===== src/rtl/att_peso_ctrl.sv =====
// Sequencer for the att_peso weight update: owns the weight file and streams each weight/input pair through one att_peso unit.
// Optional bias weight at address N_ENT (input fixed to 1.0) when ATT_PESO_BIAS_EN is defined.
module att_peso_ctrl #(
  parameter int TAM   = 16,
  parameter int N_ENT = 4,
  parameter int AW    = 3,
  parameter int LAT   = 1
) (
  input  logic                 clk,
  input  logic                 rst_n,
  input  logic                 start,
  input  logic [TAM-1:0]       d,
  input  logic [TAM-1:0]       y,
  input  logic [TAM-1:0]       u,
  input  logic [N_ENT*TAM-1:0] x,
  output logic                 busy,
  output logic                 done,
  output logic                 skipped,
  input  logic                 wr_en,
  input  logic [AW-1:0]        wr_addr,
  input  logic [TAM-1:0]       wr_data,
  input  logic [AW-1:0]        rd_addr,
  output logic [TAM-1:0]       rd_data,
  output logic                 ap_en,
  output logic [TAM-1:0]       ap_d,
  output logic [TAM-1:0]       ap_y,
  output logic [TAM-1:0]       ap_u,
  output logic [TAM-1:0]       ap_in,
  output logic [TAM-1:0]       ap_w_in,
  input  logic [TAM-1:0]       ap_w_out
);

`ifdef ATT_PESO_BIAS_EN
  localparam int N_TOT = N_ENT + 1;
  localparam logic [TAM-1:0] ONE = TAM'(16'h3C00);
`else
  localparam int N_TOT = N_ENT;
`endif
  localparam int DEPTH = 1 << AW;
  localparam int CW    = (LAT > 1) ? $clog2(LAT) : 1;
  localparam logic [AW-1:0] LAST    = AW'(N_TOT - 1);
  localparam logic [CW-1:0] CNT_RLD = CW'(LAT - 1);

  typedef enum logic [1:0] {S_IDLE, S_ISSUE, S_DONE} state_t;

  state_t               state_q, state_d;
  logic [AW-1:0]        idx_q, idx_d;
  logic [CW-1:0]        cnt_q, cnt_d;
  logic [TAM-1:0]       d_q, d_d, y_q, y_d, u_q, u_d;
  logic [N_ENT*TAM-1:0] x_q, x_d;
  logic                 skipped_q, skipped_d;
  logic [TAM-1:0]       w_q [DEPTH];
  logic [TAM-1:0]       w_d [DEPTH];
  logic [TAM-1:0]       op_in [DEPTH];

  function automatic logic in_range(input logic [AW-1:0] a);
    return int'(a) < N_TOT;
  endfunction

  // Operand input per address; unused addresses read as zero.
  always_comb begin
    for (int i = 0; i < DEPTH; i++) op_in[i] = '0;
    for (int i = 0; i < N_ENT; i++) op_in[i] = x_q[i*TAM +: TAM];
`ifdef ATT_PESO_BIAS_EN
    op_in[N_ENT] = ONE;
`endif
  end

  always_comb begin
    state_d   = state_q;
    idx_d     = idx_q;
    cnt_d     = cnt_q;
    d_d       = d_q;
    y_d       = y_q;
    u_d       = u_q;
    x_d       = x_q;
    skipped_d = skipped_q;
    for (int i = 0; i < DEPTH; i++) w_d[i] = w_q[i];

    case (state_q)
      S_IDLE: begin
        // A write on the start edge commits first, so training sees the new weight.
        if (wr_en && in_range(wr_addr)) w_d[wr_addr] = wr_data;
        if (start) begin
          d_d = d;
          y_d = y;
          u_d = u;
          x_d = x;
          if (d == y) begin
            skipped_d = 1'b1;
            state_d   = S_DONE;
          end else begin
            skipped_d = 1'b0;
            idx_d     = '0;
            cnt_d     = CNT_RLD;
            state_d   = S_ISSUE;
          end
        end
      end
      S_ISSUE: begin
        if (cnt_q == '0) begin
          w_d[idx_q] = ap_w_out;
          if (idx_q == LAST) begin
            state_d = S_DONE;
          end else begin
            idx_d = idx_q + 1'b1;
            cnt_d = CNT_RLD;
          end
        end else begin
          cnt_d = cnt_q - 1'b1;
        end
      end
      S_DONE:  state_d = S_IDLE;
      default: state_d = S_IDLE;
    endcase
  end

  always_ff @(posedge clk or negedge rst_n) begin
    if (!rst_n) begin
      state_q   <= S_IDLE;
      idx_q     <= '0;
      cnt_q     <= '0;
      d_q       <= '0;
      y_q       <= '0;
      u_q       <= '0;
      x_q       <= '0;
      skipped_q <= 1'b0;
      for (int i = 0; i < DEPTH; i++) w_q[i] <= '0;
    end else begin
      state_q   <= state_d;
      idx_q     <= idx_d;
      cnt_q     <= cnt_d;
      d_q       <= d_d;
      y_q       <= y_d;
      u_q       <= u_d;
      x_q       <= x_d;
      skipped_q <= skipped_d;
      for (int i = 0; i < DEPTH; i++) w_q[i] <= w_d[i];
    end
  end

  assign busy    = (state_q == S_ISSUE);
  assign ap_en   = (state_q == S_ISSUE);
  assign done    = (state_q == S_DONE);
  assign skipped = skipped_q;
  assign ap_d    = d_q;
  assign ap_y    = y_q;
  assign ap_u    = u_q;
  assign ap_in   = op_in[idx_q];
  assign ap_w_in = w_q[idx_q];
  assign rd_data = in_range(rd_addr) ? w_q[rd_addr] : '0;

endmodule


===== config.mk =====
export PLATFORM = sky130hd
export DESIGN_NAME = att_peso_ctrl
export DESIGN_NICKNAME = d
export VERILOG_FILES = /design/src/rtl/att_peso_ctrl.sv
export SDC_FILE = /design/constraint.sdc
export NUM_CORES = 1
export LEC_CHECK = 0
export ABC_AREA = 1
export BUFFER_PORTS_ARGS = -buffer_cell sky130_fd_sc_hd__buf_2
export CORE_MARGIN = 2
export CORE_UTILIZATION = 35
export DETAILED_ROUTE_END_ITERATION = 10
export HOLD_SLACK_MARGIN = 0.06
export PLACE_DENSITY = 0.65
export SETUP_SLACK_MARGIN = 0.4
export SLEW_MARGIN = 30
export SYNTH_ARGS = -nofsm -noshare
export SYNTH_HDL_FRONTEND = slang
export SYNTH_SLANG_ARGS = --single-unit
export TNS_END_PERCENT = 30

===== constraint.sdc =====
create_clock -name clk -period 1.8 [get_ports clk]
set_input_delay 0.18 -clock clk [delete_from_list [all_inputs] [get_ports clk]]
set_output_delay 0.18 -clock clk [all_outputs]
set_load 0.05 [all_outputs]

==> results.json <==
{
  "layout_setup_ws_ns": -0.553,
  "grt_antenna_before_repair": 1,
  "nets": 2132,
  "ir_worst_vdd_mv": 1.18,
  "slew_headroom_pct": 61.7,
  "ys_ff_latch": 246,
  "place_area_um2": 15000,
  "finalPower_mw": 38.1,
  "syn_to_final_growth_pct": 64.3,
  "cts_num_sinks": 246,
  "wl_per_cell_um": 20.7,
  "period_share_pct": 131,
  "path_clk_slew_ns": 0.06,
  "yosys-top-cells-count": "nand2_1, dfrtp_1, o21ai_0",
  "crit_fanout": 10,
  "route.met3.wl_um": 4280,
  "synthArstFlopShare_pct": 100,
  "hpwl_um": 29000,
  "hold_viol": 0,
  "power_frac_comb_pct": 59.2,
  "internal_power_mw": 20.0,
  "avgSynthCellArea_um2": 8.18,
  "num_rows": 68,
  "cp_cell_sequence": "nor2_4 -> nand2_4 -> buf_12 -> o22ai_2 -> nor2_1 -> buf_4 -> o2111ai_4 -> buf_6",
  "syn-cell-area_um2": 12200,
  "switching_share_pct": 47.6,
  "p_switching_mw": 18.2,
  "routed_wirelength_um": 50700,
  "yosysTopAreaCellShare_pct": 50.6,
  "port_buffers": 253,
  "grt_pass1_wl_um": 72300,
  "cap_violations": 0,
  "routedLengthMet1_um": 19100,
  "ant_nets": 0,
  "vias": 13200,
  "clk_path_buf_depth": 3,
  "ff2ff_path_depth": 11,
  "syn-num-nets": 1643,
  "synthFlopType": "dfrtp_1",
  "crit_family": "buffers and inverters",
  "gp_congestion": 0.871,
  "muxShareOfSynthArea_pct": 1.39,
  "globalRouteOverflowTotal": 0,
  "grt_usage_pct": 25.4,
  "htree_num_levels": 1,
  "fmax_mhz": 425,
  "drt_iter0_markers": 1210,
  "synth_cell_type_count": 39,
  "skew_ns": 0.0110,
  "pwr-share-clk_pct": 16.3,
  "drive_gt1_share_pct": 41.8,
  "end_kind": "output pin",
  "violations": "setup timing",
  "synth_compound_area_share_pct": 19.9,
  "grt_setup_unrepaired": "yes",
  "slowest_stage": "dfrtp_2",
  "cp-startpoint": "idx_q[2]",
  "dr_wl_met2_um": 24800,
  "ys.warnings.count": 0,
  "die-area_um2": 36200,
  "critical_path_class": "reg -> out",
  "syn_inst": 1487,
  "power.density_nw_per_um2": 1910,
  "status": "complete, but fails checks",
  "vias_per_cell": 5.38,
  "ys_seq_area_share_pct": 50.6,
  "worst_path_largest_cell_delay_ns": 0.48,
  "ys_top_cells_by_area": "dfrtp_1, nand2_1, o21ai_0",
  "initial_utilization_pct": 35.4,
  "worstSetupEndpoint": "ap_w_in[7]",
  "hold_class": "in -> reg",
  "dr.pass1.iters": 8,
  "synth-simple-area-share_pct": 19.6,
  "total_leakage_power_nw": 9.46,
  "synth_top_family_by_area": "compound AO/OA/AOI/OAI gates",
  "clock_latency_ns": 0.56,
  "grt_pass1_vias": 13100,
  "cp_data_required_time_ns": 1.62,
  "cp-start-kind": "register",
  "slew_viol_final": 0,
  "final_cell_area_um2": 20000,
  "cts_tree": "yes",
  "io-pin-count": 254,
  "drc_errors": 0,
  "die_w_um": 190,
  "die-height_um": 190,
  "reg2reg_from": "idx_q[2]",
  "ff2ff_setup_slack_ns": -0.18,
  "cp.depth": 8,
  "cts-root-buf": "clkbuf_16",
  "grt_max_degree": 109,
  "power_frac_seq_pct": 24.5,
  "reg2reg_to": "w_q[103]",
  "period_minus_slack_ns": 2.35,
  "core_um2": 34400,
  "synth_xor_area_share_pct": 0,
  "highest_layer": "met4",
  "cp_num_buf_inv": 3,
  "setup_viol": 59,
  "synth-adder-area-share_pct": 0.206,
  "worst_pin_slew_ns": 0.575,
  "synth_most_common_cell": "nand2_1",
  "numCtsBuffers": 29,
  "synth_edf_count": 0,
  "yosys.area.top_type": "dfrtp_1",
  "arrival_ns": 2.17,
  "hold_ws_ns": 0.0850
}
-- cell usage in the layout (no fill, tap or decap), types with 15 or more instances in the layout --
master         count
o21ai_2           60
o21ai_0           84
buf_4             76
inv_1             98
a21oi_2           43
buf_6             77
mux2_4            15
nor2_1            24
o22ai_2           27
nand2_1          405
inv_2             30
buf_12            32
o21ai_1           43
dfrtp_1          244
o22ai_1           87
buf_2            201
clkbuf_16         39
dlygate4sd3_1    132
nand2_2           61
nand2_4           51
-- registers in the layout, summed over array words and instances (netlist names) --
name     count
w_q        128
x_q         64
ap_d        16
ap_u        16
ap_y        16
idx_q        3
state_q      2
skipped      1
-- layer usage --
layer	GRT usage [%]	vias up
met3	5.32	174
met2	43.7	716
met5	0	-
met1	30.5	6386
li1	-	5929
met4	11.3	0
-- tightest hold or removal path: stages --
cell and delay [ns]:
buf_2 0.11, nand2_2 0.11, o22ai_1 0.08, nand2_1 0.08, o21ai_2 0.05
-- area by class of cell --
cell class	instances	area (um2)
fillers	2782	14400
multi-input cells	1013	6630
flip-flops and latches	246	6160
repair buffers	545	5000
clock buffers	41	851
inverters	140	602
well taps	455	569
clock inverters	12	150
repair inverters	1	16.3
diodes	1	2.50
-- kinds of logic (layout without fill, tap and decap cells) --
kind of cell / after synthesis / after routing
AOI/OAI and AO/OA: 405 / 405
DFF: 246 / 246
adders and majority gates: 2 / 2
and+or+nand+nor: 590 / 591
buffers and inverters: 229 / 739
muxes: 15 / 15
other: 0 / 1
-- power by group through the flow --
| stage | sequential, mW | combinational, mW | clock (mW) |
|---|---|---|---|
| 6_report | 9.34 | 22.6 | 6.21 |
| 5_1_grt | 9.53 | 23.7 | 6.50 |
| 4_1_cts | 9.04 | 19.5 | 6.25 |
| 3_5_place_dp | 9.05 | 16.3 | 0 |
| 3_3_place_gp | 8.97 | 16.1 | 0 |
| 2_1_floorplan | 10.6 | 9.80 | 0 |
-- how the worst min path moves through the flow --
stage	cells past startpoint	slack, ns	end	start
5_1_grt	2	0.1	w_q[112]	rst_n
2_1_floorplan	0	-0.12	ap_d[0]	rst_n
6_report	5	0.08	w_q[71]	wr_data[7]
3_5_place_dp	1	0.08	w_q[12]	rst_n
3_3_place_gp	1	0.08	w_q[28]	rst_n
4_1_cts	5	0.07	w_q[69]	wr_data[5]
-- repair_timing --
action | in CTS | in global routing
gates resized for setup | 258 | 331
hold buffers | 131 | 1
setup buffers | 24 | 22
setup endpoints to repair | 195 | 326
gates cloned | 5 | 13
pin swaps | 49 | 99
hold endpoints to repair | 381 | 1
-- stage by stage --
stage               setup TNS (ns)  setup WS, ns  std cells  util [%]
floorplan                        0        0.0631       1487         -
global placement            -0.734       -0.0909       2204      43.8
detailed placement           -2.10        -0.128       2204      43.8
CTS                         -16.07        -0.557       2417      53.9
global route                -22.73        -0.624       2453      58.1
finish                      -18.03        -0.553       2454      58.1
Power figures use the tool's default switching activity.
